--- config.mk ---
export PLATFORM = sky130hd
export DESIGN_NAME = inv_remap
export DESIGN_NICKNAME = d
export VERILOG_FILES = /design/src/rtl/inv_remap_pkg.sv /design/src/rtl/remap_fwd_eval.sv /design/src/rtl/inv_remap.sv
export SDC_FILE = /design/constraint.sdc
export NUM_CORES = 1
export LEC_CHECK = 0
export CAP_MARGIN = 10
export CORE_MARGIN = 8
export CORE_UTILIZATION = 45
export DETAILED_ROUTE_END_ITERATION = 12
export GPL_TIMING_DRIVEN = 0
export PLACE_DENSITY = 0.66
export SLEW_MARGIN = 10
export SYNTH_ARGS = -nofsm -noshare
export SYNTH_HDL_FRONTEND = slang
export SYNTH_SLANG_ARGS = --single-unit
export TNS_END_PERCENT = 30
--- constraint.sdc ---
create_clock -name clk -period 4.7 [get_ports clk]
set_input_delay 1.175 -clock clk [delete_from_list [all_inputs] [get_ports clk]]
set_output_delay 1.175 -clock clk [all_outputs]
set_load 0.01 [all_outputs]
--- src/rtl/inv_remap_pkg.sv ---
// Shared defines, node/intercept tables and FSM encodings for the piecewise-linear remap.
// Consumed by remap_fwd_eval and inv_remap (optional residual output: INV_REMAP_ERR_EN).
`ifndef INV_REMAP_SHARED_DEFINES
`define INV_REMAP_SHARED_DEFINES
`define M1_LENGTH  8
`define M2_LENGTH  7
`define NODE_NUM   5
`define PIECE_NUM  4
`define SEG1_NUM   1
`define SEG2_NUM   1
`define SEG3_NUM   1
`define SEG4_NUM   1
`define INV_IDLE   2'd0
`define INV_SEARCH 2'd1
`define INV_FINAL  2'd2
`define INV_DONE   2'd3
`endif

package inv_remap_pkg;

  // Piece p covers NODE_TBL[p] < m1 <= NODE_TBL[p+1]; intercepts chosen so f stays monotonic.
  localparam logic [`M1_LENGTH-1:0] NODE_TBL [`NODE_NUM] =
    '{8'd0, 8'd8, 8'd64, 8'd160, 8'd224};
  localparam logic [`M1_LENGTH-1:0] INTERCEPT_TBL [`PIECE_NUM] =
    '{8'd0, 8'd31, 8'd38, 8'd57};

  typedef enum logic [1:0] {
    SEG_ADD4X,
    SEG_ZERO,
    SEG_SUB8TH,
    SEG_SUB4TH
  } seg_e;

  typedef enum logic [1:0] {
    ST_IDLE   = `INV_IDLE,
    ST_SEARCH = `INV_SEARCH,
`ifdef INV_REMAP_ERR_EN
    ST_FINAL  = `INV_FINAL,
`endif
    ST_DONE   = `INV_DONE
  } inv_state_e;

  // Pieces are grouped by segment type in table order.
  function automatic seg_e piece_seg(input int p);
    if (p < `SEG1_NUM) return SEG_ADD4X;
    if (p < `SEG1_NUM + `SEG2_NUM) return SEG_ZERO;
    if (p < `SEG1_NUM + `SEG2_NUM + `SEG3_NUM) return SEG_SUB8TH;
    return SEG_SUB4TH;
  endfunction

endpackage

--- src/rtl/remap_fwd_eval.sv ---
// Combinational forward remap f(m1): per-piece adder plus intercept, wrapped to M1_W bits, then halved.
// Shared by the inverse search and the forward path.
module remap_fwd_eval
  import inv_remap_pkg::*;
#(
  parameter int M1_W = `M1_LENGTH,
  parameter int M2_W = `M2_LENGTH
) (
  input  logic [M1_W-1:0] m1_i,
  output logic [M2_W-1:0] f_o
);

  logic [M1_W-1:0] adder;
  logic [M1_W-1:0] sum;
  logic            hit;

  // NOTE: every variable assigned in this block gets a default first, so no path leaves
  // one unassigned and no latch is inferred.
  always_comb begin
    adder = '0;
    sum   = m1_i;
    hit   = 1'b0;
    for (int p = 0; p < `PIECE_NUM; p++) begin
      if (!hit && (m1_i > M1_W'(NODE_TBL[p])) && (m1_i <= M1_W'(NODE_TBL[p+1]))) begin
        hit = 1'b1;
        unique case (piece_seg(p))
          SEG_ADD4X:  adder = m1_i << 2;
          SEG_ZERO:   adder = '0;
          SEG_SUB8TH: adder = M1_W'(0) - (m1_i >> 3);
          SEG_SUB4TH: adder = M1_W'(0) - (m1_i >> 2);
          default:    adder = '0;
        endcase
        sum = m1_i + adder + M1_W'(INTERCEPT_TBL[p]);
      end
    end
    f_o = sum[M1_W-1:1];
  end

endmodule

--- src/rtl/inv_remap.sv ---
// Inverse remap: successive-approximation search for the largest m1 with f(m1) <= target.
// Define INV_REMAP_ERR_EN to add the FINAL state and the out_err residual port.
module inv_remap
  import inv_remap_pkg::*;
#(
  parameter int M1_W = `M1_LENGTH,
  parameter int M2_W = `M2_LENGTH
) (
  input  logic            clk,
  input  logic            rst,
  input  logic            in_valid,
  output logic            in_ready,
  input  logic [M2_W-1:0] in_m2,
  output logic            out_valid,
  input  logic            out_ready,
  output logic [M1_W-1:0] out_m1
`ifdef INV_REMAP_ERR_EN
  ,
  output logic [M2_W-1:0] out_err
`endif
);

  localparam int BIT_W = (M1_W > 1) ? $clog2(M1_W) : 1;

  inv_state_e       state_q, state_d;
  logic [M2_W-1:0]  tgt_q, tgt_d;
  logic [M1_W-1:0]  res_q, res_d;
  logic [BIT_W-1:0] bit_q, bit_d;
  logic [M1_W-1:0]  trial;
  logic [M1_W-1:0]  eval_in;
  logic [M2_W-1:0]  f_val;
`ifdef INV_REMAP_ERR_EN
  logic [M2_W-1:0]  err_q, err_d;
`endif

  assign trial = res_q | (M1_W'(1) << bit_q);

  remap_fwd_eval #(
    .M1_W (M1_W),
    .M2_W (M2_W)
  ) u_fwd (
    .m1_i (eval_in),
    .f_o  (f_val)
  );

  always_comb begin
    state_d = state_q;
    tgt_d   = tgt_q;
    res_d   = res_q;
    bit_d   = bit_q;
    eval_in = trial;
`ifdef INV_REMAP_ERR_EN
    err_d   = err_q;
`endif
    unique case (state_q)
      ST_IDLE: begin
        if (in_valid) begin
          tgt_d   = in_m2;
          res_d   = '0;
          bit_d   = BIT_W'(M1_W - 1);
          state_d = ST_SEARCH;
        end
      end
      ST_SEARCH: begin
        if (f_val <= tgt_q) res_d = trial;
        if (bit_q == '0) begin
`ifdef INV_REMAP_ERR_EN
          state_d = ST_FINAL;
`else
          state_d = ST_DONE;
`endif
        end else begin
          bit_d = bit_q - BIT_W'(1);
        end
      end
`ifdef INV_REMAP_ERR_EN
      // The evaluator is shared: here it sees the settled result instead of a trial value.
      ST_FINAL: begin
        eval_in = res_q;
        err_d   = tgt_q - f_val;
        state_d = ST_DONE;
      end
`endif
      ST_DONE: begin
        if (out_ready) state_d = ST_IDLE;
      end
      default: state_d = ST_IDLE;
    endcase
  end

  // NOTE: state registers use non-blocking assignments so every register samples the
  // pre-edge values computed above, independent of statement order.
  always_ff @(posedge clk) begin
    if (rst) begin
      state_q <= ST_IDLE;
      tgt_q   <= '0;
      res_q   <= '0;
      bit_q   <= '0;
`ifdef INV_REMAP_ERR_EN
      err_q   <= '0;
`endif
    end else begin
      state_q <= state_d;
      tgt_q   <= tgt_d;
      res_q   <= res_d;
      bit_q   <= bit_d;
`ifdef INV_REMAP_ERR_EN
      err_q   <= err_d;
`endif
    end
  end

  assign in_ready  = (state_q == ST_IDLE);
  assign out_valid = (state_q == ST_DONE);
  assign out_m1    = res_q;
`ifdef INV_REMAP_ERR_EN
  assign out_err   = err_q;
`endif

endmodule
==> results of run 1 <==
## Yosys cell counts, types with 2 or more instances
master     number  area [um2]
o21a_1          4        30.0
a21o_1         11        82.6
a211oi_1        6        45.0
a21oi_1        30         150
o22ai_1         2        12.5
o2111ai_1       2        17.5
inv_2           2        7.51
xnor2_1        18         158
nor2b_1         2        12.5
nand4_1         2        12.5
nand2_1        13        48.8
buf_2           2        10.0
ha_1           44         551
nor4_1          2        12.5
nand2b_1        4        25.0
fa_1            3        60.1
o31ai_1         2        15.0
nor3_1         11        55.1
xor2_1          3        26.3
dfxtp_1        20         400
a221oi_1        2        17.5
and2_1          4        25.0
mux2i_1         3        30.0
o21bai_1        4        30.0
a31oi_1         5        31.3
clkbuf_1        5        18.8
inv_1          40         150
or4_1           2        15.0
a21oi_2         2        17.5
nand3_1         4        20.0
o21ai_0         8        40.0
nand3b_1        2        15.0
o21ai_1         5        25.0
nor2_1         56         210
## path summary, 6_finish.rpt
| check | start | endpoint | slack (ns) | cells past startpoint |
|---|---|---|---|---|
| worst min register to register | bit_q[0]$_SDFFE_PP0P_ | bit_q[0]$_SDFFE_PP0P_ | 0.49 | 1 |
| worst max register to register | bit_q[0]$_SDFFE_PP0P_ | out_m1[0]$_SDFFE_PP0P_ | 0.28 | 24 |
| worst min-delay path | bit_q[0]$_SDFFE_PP0P_ | bit_q[0]$_SDFFE_PP0P_ | 0.49 | 1 |
| worst max-delay path | bit_q[0]$_SDFFE_PP0P_ | out_m1[0]$_SDFFE_PP0P_ | 0.28 | 24 |
## worst max-delay path, delay by kind of cell, from the launching register on
kind	cells	cell delay, ns
AOI/OAI and AO/OA	8	1.24
xor gates and xnor gates	1	0.13
adders and majority gates	6	1.64
buffers and inverters	3	0.34
DFF	1	0.37
and+or+nand+nor	6	0.57
## placed cells by master, fill, tap and decap left out, drive strengths merged, types with 2 or more instances in the layout
cell type	instances
inv	42
a21o	11
o2111ai	2
and2	4
dfxtp	20
nor3	11
clkbuf	8
buf	18
a211oi	7
a221oi	2
nand3	4
nor2b	2
nand2	14
a31oi	5
xnor2	18
fa	3
o31ai	2
nand2b	5
clkdlybuf4s50	20
or2	2
nor4	2
or4	2
nand4	2
ha	44
o21ai	13
o21bai	4
a21oi	33
xor2	3
nor2	56
o22ai	2
nand3b	2
mux2i	3
o21a	4
## sequential cells by signal (all words and copies together), names as in the netlist
| signal | cells |
|---|---|
| out_m1 | 8 |
| state_q | 2 |
| bit_q | 3 |
| tgt_q | 7 |
## where the power goes
| part | internal, mW | switching [mW] | leakage [nW] |
|---|---|---|---|
| Sequential | 0.183 | 0.0133 | 0.165 |
| Combinational | 0.468 | 0.577 | 1.29 |
| Clock | 0.114 | 0.0602 | 0.0357 |
## what timing repair did
action	CTS	global route
setup endpoints to repair	8	8
pin swaps	5	19
buffers inserted	3	12
gates resized for setup	13	20
hold buffers	0	0
## routing by layer
| metal | vias up | share of wire |
|---|---|---|
| met2 | 79 | 0.46 |
| met1 | 1157 | 0.46 |
| met4 | 0 | 0.030 |
| met3 | 16 | 0.048 |
| met5 | - | 0 |
| li1 | 1277 | - |
## metrics by stage
stage | setup TNS [ns] | instance area (um2)
6_report | 0 | 3210
3_5_place_dp | -4.28 | 2880
3_3_place_gp | -4.02 | 2880
4_1_cts | 0 | 3030
2_1_floorplan | 0 | 2580
5_1_grt | -0.0272 | 3210
## cell type report
class                      instances  area [um2]
inverter                          43         174
tap                               72        90.1
clock buffer                       3        41.3
fill                             555        2330
timing repair buffer              35         317
buffer                             8        40.0
clock inverter                     1        30.0
multi-input combinational        274        2110
sequential                        20         408
## cells by family (layout without fill, tap and decap cells)
group | after synthesis | after routing | synth area share
and+or+nand+nor | 109 | 109 | 0.197
AOI/OAI and AO/OA | 93 | 93 | 0.245
buffers and inverters | 51 | 90 | 0.0799
adders and majority gates | 47 | 47 | 0.236
xor gates and xnor gates | 21 | 21 | 0.0712
DFF | 20 | 20 | 0.155
muxes | 4 | 4 | 0.0160
==> metrics.csv, run 1 <==
metric,value,unit
status,completed,
HP Class,reg2reg,
overall power,1.41,mW
Clock Tree Buf Depth,2,
post-DR wirelength/cell,15.6,um
FMAX,0.226,GHz
Final Cycle Share,0.941,
hold slack,0.493,ns
required time worst endpoint,4.84,ns
initial antenna violation count,0,
CTS H-tree lvls,1,
grt peak-use layer,met2,
PnR worst setup slack,0.277,ns
power per cell area,440,nW/um2
IO Port Bufs,20,
worst skew pair latency,0.26,ns
Row Count,27,
number of distinct library cells after synthesis,54,
arrival time worst endpoint,4.56,ns
starting density of the core,0.467,
nets,443,
area growth from synthesis to layout,24.3,%
Syn Nets,403,
DRC,0,
endpoints failing setup,0,
routability congestion estimate,0.947,
met1 usage,0.220,
clock skew,0.0103,ns
clock sinks,20,
Final HPWL DP,5360,um
Root Driver,clkbuf_8,
Initial DRC Count,196,
Congestion Overflow GR,0,
final wirelength,7090,um
clk slew on worst S/H paths,0.08,ns
Worst path slowest cell,dfxtp_4,
max cap viols,0,
n_diodes,0,
met2 usage,0.273,
die width,91.8,um
post-synthesis sequential area ratio,0.155,
ys async rst share,0,
"Worst Path Class, Setup",reg2reg,
final antenna-violating net count,0,
crit-path cells,ha_4 > nor2b_1 > or2_1 > buf_6 > ha_1 > inv_1 > ha_1 > ha_1 > fa_2 > a21o_1 > a21oi_2 > o21bai_1 > a21oi_2 > xnor2_1 > nor2_1 > a31o_1 > ha_1 > nand3_2 > nor2_1 > a211oi_2 > a21oi_2 > buf_6 > a21oi_1 > nor2_1,
number of synthesized flops with an enable pin,0,
Die Y,91.8,um
Core Region,5540,um2
Ys Warns,0,
Die Footprint,8430,um2
Worst slew margin,0.499,
Vias,2529,
VDD IR max,0.000287,V
I/O pins,21,
Leakage,1.49,nW
"Slew Viols, Final",0,
final std cells w/o fill,456,
final-report hold violation count,0,
"flops & latches, synth",20,
Avg Inst Size Synth,7.49,um2
Syn Inst Count,345,
Final Util,0.580,
CP startpoint kind,flop,
CTS tree,built,
max incr delay on CP,0.37,ns
Mapped Area,2580,um2
crit path max fanout,8,
met3 usage,0.0228,
Synth Flop Type,dfxtp_1,
largest net degree at the start of global routing,16,
TritonCTS Buffers,3,
worst slew pin tran,0.751,ns
post-layout min period,4.42,ns
gr usage total,0.167,
dpl ws,-0.573,ns
Via density,5.55,
fraction of layout cells with a size suffix above 1,0.148,
Cells after DPL,437,
crit end category,flop,
first-pass GRT wire length,11700,um
Pre-antenna DRT Iters,5,
vias in the first global route,2382,
CP most frequent cell,ha_1,
No activity file was read; power rests on OpenSTA's default activity.
==> run 2: changes to the inputs <==
--- a/config.mk
+++ b/config.mk
@@ -10,6 +10,7 @@
 export CORE_UTILIZATION = 45
 export DETAILED_ROUTE_END_ITERATION = 12
 export GPL_TIMING_DRIVEN = 0
+export HOLD_SLACK_MARGIN = 0.15
 export PLACE_DENSITY = 0.66
 export SLEW_MARGIN = 10
 export SYNTH_ARGS = -nofsm -noshare
==> results of run 2 <==
Final layout, timing and power as in run 1 (identical DEF).
